===== config.mk =====
export PLATFORM = sky130hd
export DESIGN_NAME = relay_decode_multi
export DESIGN_NICKNAME = d
export VERILOG_FILES = /design/src/rtl/relay_decode_multi.sv
export SDC_FILE = /design/constraint.sdc
export NUM_CORES = 1
export LEC_CHECK = 0
export CAP_MARGIN = 5
export CORE_MARGIN = 1
export CORE_UTILIZATION = 57
export CTS_CLUSTER_DIAMETER = 150
export DETAILED_ROUTE_END_ITERATION = 10
export PLACE_DENSITY = 0.77
export RECOVER_POWER = 50
export SYNTH_ARGS = -nofsm -noshare
export SYNTH_HDL_FRONTEND = slang
export SYNTH_SLANG_ARGS = --single-unit
export TNS_END_PERCENT = 30

===== constraint.sdc =====
create_clock -name clk -period 4.6 [get_ports clk]
set_input_delay 0.69 -clock clk [delete_from_list [all_inputs] [get_ports clk]]
set_output_delay 0.69 -clock clk [all_outputs]
set_load 0.01 [all_outputs]

===== src/rtl/relay_decode_multi.sv =====
// relay_decode_multi
//
// Recovers encoded bits from a raw relay sample stream by counting ones over
// a window of WINDOW samples and comparing against THRESH. Each decoded bit
// is reported on bit_valid/bit_value and regenerated on data_out, either as
// a fixed-length pulse or as a level, depending on mode.
//
// Ports:
//   clk        system clock
//   reset      asynchronous active-low reset
//   mode       00 long pulse, 01 short pulse, 10 level, 11 output disabled
//   data_in    raw relay sample, synchronous to clk
//   data_out   regenerated bit stream
//   bit_valid  one-cycle strobe after each completed window
//   bit_value  last decoded bit, held until the next window completes
//   armed      receiver is accumulating windows
//   overrun    sticky flag: a 1-bit trigger was dropped during holdoff
//
// Receiver states:
//   state     | meaning
//   ST_IDLE   | disarmed, waiting for the first data_in=1
//   ST_ARMED  | accumulating samples into windows

module relay_decode_multi #(
   parameter int WINDOW       = 32,
   parameter int THRESH       = 16,
   parameter int PULSE_LONG   = 32,
   parameter int PULSE_SHORT  = 16,
   parameter int HOLDOFF      = 32,
   parameter int IDLE_WINDOWS = 8
) (
   input  logic       clk,
   input  logic       reset,
   input  logic [1:0] mode,
   input  logic       data_in,
   output logic       data_out,
   output logic       bit_valid,
   output logic       bit_value,
   output logic       armed,
   output logic       overrun
);

   localparam int CNT_W     = $clog2(WINDOW + 1);
   localparam int PULSE_MAX = (PULSE_LONG > PULSE_SHORT) ? PULSE_LONG : PULSE_SHORT;
   localparam int PULSE_W   = $clog2(PULSE_MAX + 1);
   localparam int HOLD_W    = $clog2(HOLDOFF + 1);
   localparam int IDLE_W    = $clog2(IDLE_WINDOWS + 1);

   localparam logic [CNT_W-1:0]   WINDOW_C  = CNT_W'(WINDOW);
   localparam logic [CNT_W-1:0]   THRESH_C  = CNT_W'(THRESH);
   localparam logic [CNT_W-1:0]   CNT_ONE   = CNT_W'(1);
   localparam logic [IDLE_W-1:0]  IDLE_C    = IDLE_W'(IDLE_WINDOWS);
   localparam logic [IDLE_W-1:0]  IDLE_ONE  = IDLE_W'(1);
   localparam logic [PULSE_W-1:0] LONG_M1   = PULSE_W'(PULSE_LONG - 1);
   localparam logic [PULSE_W-1:0] SHORT_M1  = PULSE_W'(PULSE_SHORT - 1);
   localparam logic [PULSE_W-1:0] PULSE_ONE = PULSE_W'(1);
   localparam logic [HOLD_W-1:0]  HOLD_M1   = HOLD_W'(HOLDOFF - 1);
   localparam logic [HOLD_W-1:0]  HOLD_ONE  = HOLD_W'(1);

   localparam logic [1:0] MODE_LONG  = 2'b00;
   localparam logic [1:0] MODE_SHORT = 2'b01;
   localparam logic [1:0] MODE_LEVEL = 2'b10;

   localparam logic ST_IDLE  = 1'b0;
   localparam logic ST_ARMED = 1'b1;

   logic               state_q,     state_d;
   logic [CNT_W-1:0]   sample_q,    sample_d;
   logic [CNT_W-1:0]   ones_q,      ones_d;
   logic [IDLE_W-1:0]  zero_q,      zero_d;
   logic               bit_valid_q, bit_valid_d;
   logic               bit_value_q, bit_value_d;
   logic [PULSE_W-1:0] pulse_q,     pulse_d;
   logic [HOLD_W-1:0]  hold_q,      hold_d;
   logic               data_out_q,  data_out_d;
   logic               overrun_q,   overrun_d;

   logic [CNT_W-1:0]   sample_inc;
   logic [CNT_W-1:0]   ones_inc;
   logic [IDLE_W-1:0]  zero_inc;
   logic [PULSE_W-1:0] pulse_dec;
   logic [HOLD_W-1:0]  hold_dec;
   logic               win_done;
   logic               win_one;
   logic               hit;

   // The current sample is folded in before the window decision, so the
   // closing edge sees the full WINDOW-sample total.
   assign sample_inc = sample_q + CNT_ONE;
   assign ones_inc   = ones_q + {{(CNT_W-1){1'b0}}, data_in};
   assign win_done   = (sample_inc == WINDOW_C);
   assign win_one    = (ones_inc > THRESH_C);
   assign zero_inc   = (zero_q == IDLE_C) ? zero_q : zero_q + IDLE_ONE;

   assign pulse_dec  = (pulse_q != '0) ? pulse_q - PULSE_ONE : pulse_q;
   assign hold_dec   = (hold_q != '0) ? hold_q - HOLD_ONE : hold_q;
   assign hit        = bit_valid_q & bit_value_q;

   // window accumulation and idle disarm
   always_comb begin
      state_d     = state_q;
      sample_d    = sample_q;
      ones_d      = ones_q;
      zero_d      = zero_q;
      bit_valid_d = 1'b0;
      bit_value_d = bit_value_q;

      case (state_q)
         ST_IDLE: begin
            if (data_in) begin
               state_d  = ST_ARMED;
               sample_d = CNT_ONE;
               ones_d   = CNT_ONE;
            end
         end
         ST_ARMED: begin
            sample_d = sample_inc;
            ones_d   = ones_inc;
            if (win_done) begin
               sample_d    = '0;
               ones_d      = '0;
               bit_valid_d = 1'b1;
               bit_value_d = win_one;
               if (win_one) begin
                  zero_d = '0;
               end else if (zero_inc == IDLE_C) begin
                  // disarm overrides the decoded value on the same edge
                  state_d     = ST_IDLE;
                  bit_value_d = 1'b0;
                  zero_d      = '0;
               end else begin
                  zero_d = zero_inc;
               end
            end
         end
         default: state_d = ST_IDLE;
      endcase
   end

   // output regeneration
   always_comb begin
      pulse_d    = pulse_q;
      hold_d     = hold_q;
      data_out_d = 1'b0;
      overrun_d  = overrun_q;

      case (mode)
         MODE_LONG, MODE_SHORT: begin
            hold_d = hold_dec;
            if (hit && (hold_q == '0)) begin
               data_out_d = 1'b1;
               pulse_d    = (mode == MODE_LONG) ? LONG_M1 : SHORT_M1;
               hold_d     = HOLD_M1;
            end else begin
               if (hit) begin
                  overrun_d = 1'b1;
               end
               data_out_d = (pulse_q != '0);
               pulse_d    = pulse_dec;
            end
         end
         MODE_LEVEL: begin
            data_out_d = bit_value_q;
            pulse_d    = '0;
            hold_d     = '0;
         end
         default: begin
            // output disabled: holdoff keeps running so a 1-bit arriving
            // inside it is still reported as an overrun
            data_out_d = 1'b0;
            pulse_d    = '0;
            hold_d     = hold_dec;
            if (hit && (hold_q != '0)) begin
               overrun_d = 1'b1;
            end
         end
      endcase
   end

   always_ff @(posedge clk or negedge reset) begin
      if (!reset) begin
         state_q     <= ST_IDLE;
         sample_q    <= '0;
         ones_q      <= '0;
         zero_q      <= '0;
         bit_valid_q <= 1'b0;
         bit_value_q <= 1'b0;
         pulse_q     <= '0;
         hold_q      <= '0;
         data_out_q  <= 1'b0;
         overrun_q   <= 1'b0;
      end else begin
         state_q     <= state_d;
         sample_q    <= sample_d;
         ones_q      <= ones_d;
         zero_q      <= zero_d;
         bit_valid_q <= bit_valid_d;
         bit_value_q <= bit_value_d;
         pulse_q     <= pulse_d;
         hold_q      <= hold_d;
         data_out_q  <= data_out_d;
         overrun_q   <= overrun_d;
      end
   end

   assign data_out  = data_out_q;
   assign bit_valid = bit_valid_q;
   assign bit_value = bit_value_q;
   assign armed     = (state_q == ST_ARMED);
   assign overrun   = overrun_q;

endmodule


==> results of run 1 <==
[flip-flops by register name (all words and copies together), names as in the netlist, 4 cells and up]
name	count
hold_q	6
ones_q	6
pulse_q	6
sample_q	6
zero_q	4
[critical path: cells and delay by family]
| kind | cells | cell delay (ps) |
|---|---|---|
| buffers and inverters | 1 | 670 |
| AOI/OAI and AO/OA | 2 | 550 |
| xor gates and xnor gates | 1 | 160 |
| adders and majority gates | 2 | 490 |
| and+or+nand+nor | 2 | 260 |
[final timing paths]
kind                            cells after the start               endpoint                   from  slack, ps
worst max-delay path                                8  zero_q[2]$_DFFE_PN0P_                data_in       2000
worst min-delay path                                1    overrun$_DFFE_PN0P_    overrun$_DFFE_PN0P_        490
worst max register to register                      7  zero_q[2]$_DFFE_PN0P_  ones_q[0]$_DFFE_PN0P_       2670
worst min register to register                      1    overrun$_DFFE_PN0P_    overrun$_DFFE_PN0P_        490
max in group asynchronous                           2    hold_q[1]$_DFF_PN0_                  reset       2230
min in group asynchronous                           2  ones_q[3]$_DFFE_PN0P_                  reset       1360
[placed cells by master (no fill, tap or decap), types with 2 or more instances in the layout]
cell type        count
a211oi_1             2
a21o_1               2
a21oi_1              4
a31oi_1              7
and3_1               2
clkbuf_1             2
clkbuf_4             5
clkdlybuf4s50_1      7
dfrtp_1             33
dlygate4sd3_1        2
ha_1                 9
inv_1               10
nand2_1             22
nand2b_1             3
nand3_1             11
nand4_1              3
nor2_1              13
nor2b_1              3
nor3_1               9
o211ai_1             2
o21ai_0             15
o22ai_1              6
or3_1                2
xnor2_1              8
xor2_1               9
[cell type report]
type | count | area, um^2
flip-flops and latches | 33 | 826
clock buffers | 7 | 55.1
fillers | 260 | 1050
multi-input cells | 145 | 931
repair buffers | 10 | 93.8
well taps | 44 | 55.1
inverters | 11 | 43.8
[per-stage QoR]
step | util [%] | area [um^2] | setup WS [ps] | power, mW
2_1_floorplan | - | 1820 | 2600 | 0.988
3_3_place_gp | 64.0 | 1950 | 1850 | 1.10
3_5_place_dp | 64.0 | 1950 | 1740 | 1.14
4_1_cts | 65.8 | 2010 | 2060 | 1.31
5_1_grt | 65.7 | 2000 | 1760 | 1.42
6_report | 65.7 | 2000 | 2000 | 1.30
[where the power goes]
| group | internal, mW | switching (mW) |
|---|---|---|
| registers | 0.417 | 0.141 |
| clock network | 0.0721 | 0.0932 |
| logic | 0.270 | 0.307 |
[cells in the mapped netlist (3+ instances only)]
cell type	count	area share, %
a21oi_1	4	1.1
a31oi_1	7	2.4
clkbuf_1	3	0.62
dfrtp_1	33	45
ha_1	9	6.2
inv_1	10	2.1
nand2_1	22	4.5
nand2b_1	3	1.0
nand3_1	11	3.0
nand4_1	3	1.0
nor2_1	13	2.7
nor2b_1	3	1.0
nor3_1	9	2.5
o21ai_0	15	4.1
o22ai_1	6	2.1
xnor2_1	8	3.8
xor2_1	9	4.3
[per-layer routing]
layer  global-route usage, %  routed length (um)  vias to the layer above
met3                    5.93                  97                        7
met4                    9.52                  43                        0
met1                    30.3                1580                      667
met5                       0                   0                        -
met2                    34.5                1650                       15
li1                        -                   -                      704
[logic make-up (layout without fill, tap and decap cells)]
group | after synthesis | count (layout)
XOR/XNOR | 17 | 17
AO/OA/AOI/OAI | 45 | 45
multiplexers | 1 | 1
adder cells (fa/ha/maj) | 9 | 9
AND/OR/NAND/NOR | 73 | 73
buffers and inverters | 15 | 28
flip-flops | 33 | 33
==> results.yml, run 1 <==
synth:
  synthMuxAreaShare_pct: 0.549
  synth_edf_count: 0
  ys_ff_latch: 33
  synthCells: 193
  synth_nets: 207
  synth_top_family_by_area: "simple AND/OR/NAND/NOR gates"
  synth-main-ff-cell: "dfrtp_1"
  ys_async_sr_fraction_pct: 100
  synth_area_per_cell_um2: 9.45
  synth_xor_area_share_pct: 8.17
  syn-cell-area_mm2: 0.00182
  synth_compound_area_share_pct: 16.4
  yosysSeqAreaShare_pct: 45.3
  synthSimpleGateAreaFrac_pct: 19.8
  netlist-cell-type-count: 37
  yosys_warnings: 0
  synth_fa_ha_area_share_pct: 6.18
flow_run:
  max_cap_violations: 1
layout:
  syn_to_final_growth_pct: 9.95
  nNetsFinal: 220
  antenna_cells: 0
  stdcell_count: 250
  drive_gt1_share_pct: 5.83
clocking:
  cts_inserted_buffers: 5
  clk_path_buf_depth: 2
  postCtsHoldBufs: 0
  clockRootBuffer: "clkbuf_4"
  clk_latency_ps: 330
  clock-sinks: 33
  htree_levels: 2
  tritoncts: "done"
  clkTransAtPathRegs_ps: 100
  postCtsSetupRepairBufs: 0
  ctsResizeCount: 0
run_status:
  violations: "capacitance limit, slew limit"
  status: "complete, but fails checks"
sta:
  hold_ws_ps: 486
  fin_worst_skew_ps: 6.07
  rsz0062_at_grt: "false"
  fin_crit_sh_pct: 56.6
  maxSlewViolCount: 34
  setup_viol: 0
  hold_viol: 0
  fmax_ghz: 0.384
  tightest_slew_ps: 1750
  min_period_ps: 2600
  tns_ps: 0
  max_slew_margin_pct: -17.0
power:
  leakage_nw: 0.854
  peakVddDrop_v: 0.000266
  powerDensity_mw_per_mm2: 649
placement:
  io_buffers: 9
  hpwl_mm: 2.43
  dpl.cell_count: 243
  place_congestion: 0.866
grt:
  antenna_found_initial: 0
  grt_pass1_vias: 1316
  grt_pass1_wl_mm: 5.78
  gr-total-overflow: 0
  grt_max_degree: 34
  grtUsageTotal_pct: 22.5
routing:
  drt.antenna.violating_nets: 0
  vias_per_cell: 5.57
  vias: 1393
  drc: 0
  first_pass_iters: 4
  wl_per_cell_um: 13.5
  drt_iter0_drc: 80
  wl_mm: 3.37
critical_path:
  crit_path_max_fanout: 9
  required_ps: 4830
  crit_arrival_ps: 2830
  endpoint_kind: "flop"
  path_class: "in -> reg"
  worst_setup_path_start_kind: "primary input"
  cp_slowest_cell: "dlygate4sd3_1"
  critPathMaxStageDelay_ps: 670
  cpMostUsedCell: "ha_1"
  cp_cell_sequence: "dlygate4sd3_1 > ha_1 > ha_1 > xor2_1 > nor3_1 > a21o_1 > nand2_1 > o32ai_1"
floorplanning:
  fp.coreArea_mm2: 0.00305
  num_rows: 20
  start_util_pct: 59.7
  die_h_um: 58.6
  io_pins: 10
  fp.dieArea_mm2: 0.00343
  die_x_um: 58.6
min_path:
  hold_path_class: "reg -> reg"
Note: power is estimated with default switching activity, not from simulation.
==> inputs of run 2 (changes only) <==
==> constraint.sdc (replaced) <==
create_clock -name clk -period 2.6 [get_ports clk]
set_input_delay 0.39 -clock clk [delete_from_list [all_inputs] [get_ports clk]]
set_output_delay 0.39 -clock clk [all_outputs]
set_load 0.01 [all_outputs]
==> run 2 against run 1 <==
The run still ends with capacitance limit, slew limit left. Clock power increased by 100%. Hold slack improved by 20 ps. Utilization increased by 1.2 points. Combinational power increased by 80%. Clock-buffer cell count unchanged. Non-clock buffer count increased by 3. Critical path type is now reg -> out. Critical endpoint is now armed.
==> results.yml, run 2 (synthesized netlist as in run 1, its figures left out) <==
routing:
  vias_per_cell: 5.74
  wl_per_cell_um: 14.4
  wl_mm: 3.66
  drt_iter0_drc: 82
  drt.antenna.violating_nets: 0
  drc: 0
  vias: 1457
  first_pass_iters: 4
flow_run:
  max_cap_violations: 1
layout:
  antenna_cells: 0
  drive_gt1_share_pct: 8.10
  mostFrequentLayoutCell: "dfrtp_1"
  finish.utilization_pct: 66.9
  syn_to_final_growth_pct: 12.0
  stdcell_count: 254
  layout_common_cells: "dfrtp_1, nand2_1, o21ai_0"
  fillers: 262
  nNetsFinal: 223
clocking:
  clkTransAtPathRegs_ps: 100
  cts_inserted_buffers: 5
  htree_levels: 2
  postCtsSetupRepairBufs: 0
  clockRootBuffer: "clkbuf_4"
  clock-sinks: 33
  ctsResizeCount: 0
  clk_latency_ps: 350
  postCtsHoldBufs: 0
  tritoncts: "done"
  clk_path_buf_depth: 2
critical_path:
  endpoint_kind: "primary output"
  crit_buf_inv: 1
  path_class: "reg -> out"
  crit_path_max_fanout: 21
  cp_cell_sequence: "clkdlybuf4s50_1"
  worst_setup_path_start_kind: "flop"
  cp_slowest_cell: "dfrtp_1"
  crit_arrival_ps: 1730
  required_ps: 2210
  critPathMaxStageDelay_ps: 730
  cpLargestDelayFamily: "flip-flops"
grt:
  antenna_found_initial: 0
  grt_pass1_wl_mm: 6.58
  grtUsageTotal_pct: 25.8
  grt_max_degree: 34
  gr-total-overflow: 0
  grt_pass1_vias: 1478
sta:
  tightest_slew_ps: 1750
  min_period_ps: 2120
  hold_viol: 0
  fin_crit_sh_pct: 81.4
  maxSlewViolCount: 34
  max_slew_margin_pct: -16.8
  fmax_ghz: 0.472
  fin_worst_skew_ps: 8.39
  setup_viol: 0
  tns_ps: 0
  rsz0062_at_grt: "false"
placement:
  place_congestion: 0.845
  hpwl_mm: 2.59
  dpl.cell_count: 246
  io_buffers: 9
floorplanning:
  die_x_um: 58.6
  fp.dieArea_mm2: 0.00343
  die_h_um: 58.6
  num_rows: 20
  start_util_pct: 59.7
  io_pins: 10
  fp.coreArea_mm2: 0.00305
run_status:
  status: "complete, but fails checks"
  violations: "capacitance limit, slew limit"
power:
  leakage_nw: 0.877
  peakVddDrop_v: 0.000700
  p_total_mw: 2.37
  powerDensity_mw_per_mm2: 1160
min_path:
  hold_path_class: "reg -> reg"
run 2: cell count changes in the layout (fill, tap and decap cells not counted), sizes merged:
cell,previous run,this run
dlygate4sd3,2,0
buf,0,3
clkdlybuf4s50,7,9
clkinv,0,1
run 2: per-stage QoR:
step | hold slack (ps) | area [um^2] | setup slack [ps]
global route | 547 | 2040 | 227
finish | 506 | 2040 | 482
global placement | 470 | 1980 | 338
floorplan | 94.4 | 1820 | 903
CTS | 446 | 2050 | 508
detailed placement | 485 | 1980 | 227
run 2: final cells by class:
type	instances	area (um^2)	share of cell area (%)
multi-input cells	145	931	45.6
flip-flops and latches	33	826	40.4
repair buffers	13	116	5.70
clock buffers	7	65.1	3.19
well taps	44	55.1	2.70
inverters	11	43.8	2.14
clock inverters	1	5.00	0.245
run 2: report_power, final:
part | switching [mW] | internal, mW | total, mW
clock | 0.181 | 0.157 | 0.338
combinational | 0.549 | 0.488 | 1.04
sequential | 0.255 | 0.738 | 0.993
total | 0.985 | 1.38 | 2.37
run 2: layer usage:
metal	vias up	GRT usage, %	routed length [um]
li1	713	-	-
met1	717	33.8	1720
met2	22	40.2	1740
met3	5	8.35	152
met4	0	9.52	43
met5	-	0	0
run 2: worst paths after layout:
path / from / to / slack (ps) / cells past startpoint
worst min-delay path: overrun$_DFFE_PN0P_ / overrun$_DFFE_PN0P_ / 510 / 1
max in group asynchronous: reset / hold_q[5]$_DFF_PN0_ / 630 / 2
worst max-delay path: armed$_DFF_PN0_ / armed / 480 / 1
worst max register to register: ones_q[0]$_DFFE_PN0P_ / zero_q[2]$_DFFE_PN0P_ / 680 / 7
min in group asynchronous: reset / sample_q[0]$_DFFE_PN0P_ / 960 / 2
worst min register to register: overrun$_DFFE_PN0P_ / overrun$_DFFE_PN0P_ / 510 / 1
==> inputs of run 3 (changes only) <==
==> constraint.sdc (replaced) <==
create_clock -name clk -period 2 [get_ports clk]
set_input_delay 0.3 -clock clk [delete_from_list [all_inputs] [get_ports clk]]
set_output_delay 0.3 -clock clk [all_outputs]
set_load 0.01 [all_outputs]
==> run 3 against run 2 <==
First-iteration DRC count rose by 11%. Largest cell class unchanged. Cell area rose by 3.7%. Critical endpoint is now zero_q[2]$_DFFE_PN0P_. The flow now finishes without violations. Routed wire length rose by 1.0%. Largest power group unchanged. Clock skew fell by 0.53 ps.
==> results.yml, run 3 (synthesized netlist as in run 1, its figures left out) <==
min_path:
  hold_path_class: "reg -> reg"
  worstHoldStart: "overrun$_DFFE_PN0P_"
  hold_depth: 1
  min_delay_worst_endpoint: "overrun$_DFFE_PN0P_"
routing:
  vias_per_cell: 5.61
  drt_iter0_drc: 91
  wl_per_cell_um: 14.2
  drc: 0
  first_pass_iters: 4
  drt.antenna.violating_nets: 0
  wl_mm: 3.70
  vias: 1458
clocking:
  clockRootBuffer: "clkbuf_4"
  clk_path_buf_depth: 2
  cts_inserted_buffers: 5
  ctsResizeCount: 0
  clkTransAtPathRegs_ps: 100
  tritoncts: "done"
  clock-sinks: 33
  htree_levels: 2
  clk_latency_ps: 340
  postCtsSetupRepairBufs: 0
  postCtsHoldBufs: 0
power:
  power_frac_comb_pct: 42.6
  pwr-share-clk_pct: 18.7
  p_int_mw: 2.03
  powerDensity_mw_per_mm2: 1570
  leakage_nw: 0.919
  power_switching_mw: 1.30
  switching_share_pct: 39.1
  pwr-share-seq_pct: 38.7
  peakVddDrop_v: 0.000772
critical_path:
  ff2ff_path_depth: 7
  worst_setup_path_start_kind: "primary input"
  endpoint_kind: "flop"
  required_ps: 2250
  crit_arrival_ps: 2130
  r2r_end: "zero_q[2]$_DFFE_PN0P_"
  crit_path_max_fanout: 5
  path_class: "in -> reg"
  ff2ff_setup_slack_ps: 150
  timing.rr.start: "ones_q[0]$_DFFE_PN0P_"
placement:
  hpwl_mm: 2.64
  place_congestion: 0.844
  io_buffers: 9
floorplanning:
  die_h_um: 58.6
  die_x_um: 58.6
  io_pins: 10
  fp.dieArea_mm2: 0.00343
  fp.coreArea_mm2: 0.00305
  start_util_pct: 59.7
  num_rows: 20
sta:
  fin_crit_sh_pct: 94.3
  rsz0062_at_grt: "false"
  fmax_ghz: 0.530
  tightest_slew_ps: 789
  hold_ws_ps: 520
  min_period_ps: 1890
  max_slew_margin_pct: 47.4
  fin_worst_skew_ps: 7.86
  setup_viol: 0
  hold_viol: 0
  maxSlewViolCount: 0
  tns_ps: 0
grt:
  antenna_found_initial: 0
  grt_pass1_wl_mm: 6.48
  grt_pass1_vias: 1479
  grt_max_degree: 34
  gr-total-overflow: 0
  grtUsageTotal_pct: 25.4
layout:
  layout_common_cells: "dfrtp_1, nand2_1, o21ai_0"
  nNetsFinal: 229
  syn_to_final_growth_pct: 16.1
  mostFrequentLayoutCell: "dfrtp_1"
  drive_gt1_share_pct: 10.6
  antenna_cells: 0
run_status:
  status: "complete, no violations"
flow_run:
  max_cap_violations: 0
-- run 3: cell count changes in the layout (fill, tap and decap cells not counted) --
cell	change
buf_4	+5
bufinv_16	+2
clkbuf_2	+1
clkbuf_8	-2
clkdlybuf4s50_1	-1
dlygate4sd3_1	+1
-- run 3: worst max-delay path by stage --
stage	endpoint	slack, ps	startpoint	depth (start not counted)
global placement	zero_q[2]$_DFFE_PN0P_	-160	data_in	8
finish	zero_q[2]$_DFFE_PN0P_	110	data_in	8
floorplan	zero_q[2]$_DFFE_PN0P_	320	ones_q[0]$_DFFE_PN0P_	7
detailed placement	zero_q[3]$_DFFE_PN0P_	-210	data_in	8
CTS	armed	90	armed$_DFF_PN0_	1
global route	zero_q[3]$_DFFE_PN0P_	20	data_in	8
-- run 3: layout make-up --
type / instances / area, um^2
inverters: 11 / 43.8
fillers: 257 / 936
well taps: 44 / 55.1
clock buffers: 5 / 37.5
multi-input cells: 145 / 931
flip-flops and latches: 33 / 826
clock inverters: 3 / 65.1
repair buffers: 19 / 159
-- run 3: stage by stage --
stage                     cell area [um^2]  std cells  power (mW)  util, %  worst slack (ps)
final                                 2120        260        3.33     69.3               114
after global routing                  2120        260        3.59     69.3              20.1
after CTS                             2120        260        3.33     69.5              93.9
after detailed placement              2020        252        2.69     66.2              -209
after global placement                2020        252        2.59     66.2              -163
after floorplan                       1820        193        2.27        -               319
-- run 3: metal layers --
metal | global-route usage, % | routed length [um]
met3 | 5.93 | 110
met1 | 31.3 | 1620
met5 | 0 | 0
met4 | 10.5 | 56
met2 | 42.9 | 1910
-- run 3: power groups by stage --
| stage | Combinational [mW] | Sequential [mW] | Clock [mW] |
|---|---|---|---|
| final | 1.42 | 1.29 | 0.623 |
| after CTS | 1.42 | 1.28 | 0.636 |
| after detailed placement | 1.40 | 1.29 | 0 |
| after floorplan | 1.04 | 1.23 | 0 |
| after global routing | 1.59 | 1.34 | 0.663 |
| after global placement | 1.32 | 1.27 | 0 |
-- run 3: worst max-delay path: stages --
cell and delay, ps:
clkdlybuf4s50_1 460, ha_1 230, ha_1 240, xor2_1 160, nor3_1 150, a21o_1 220
nand2_1 110, o32ai_1 270
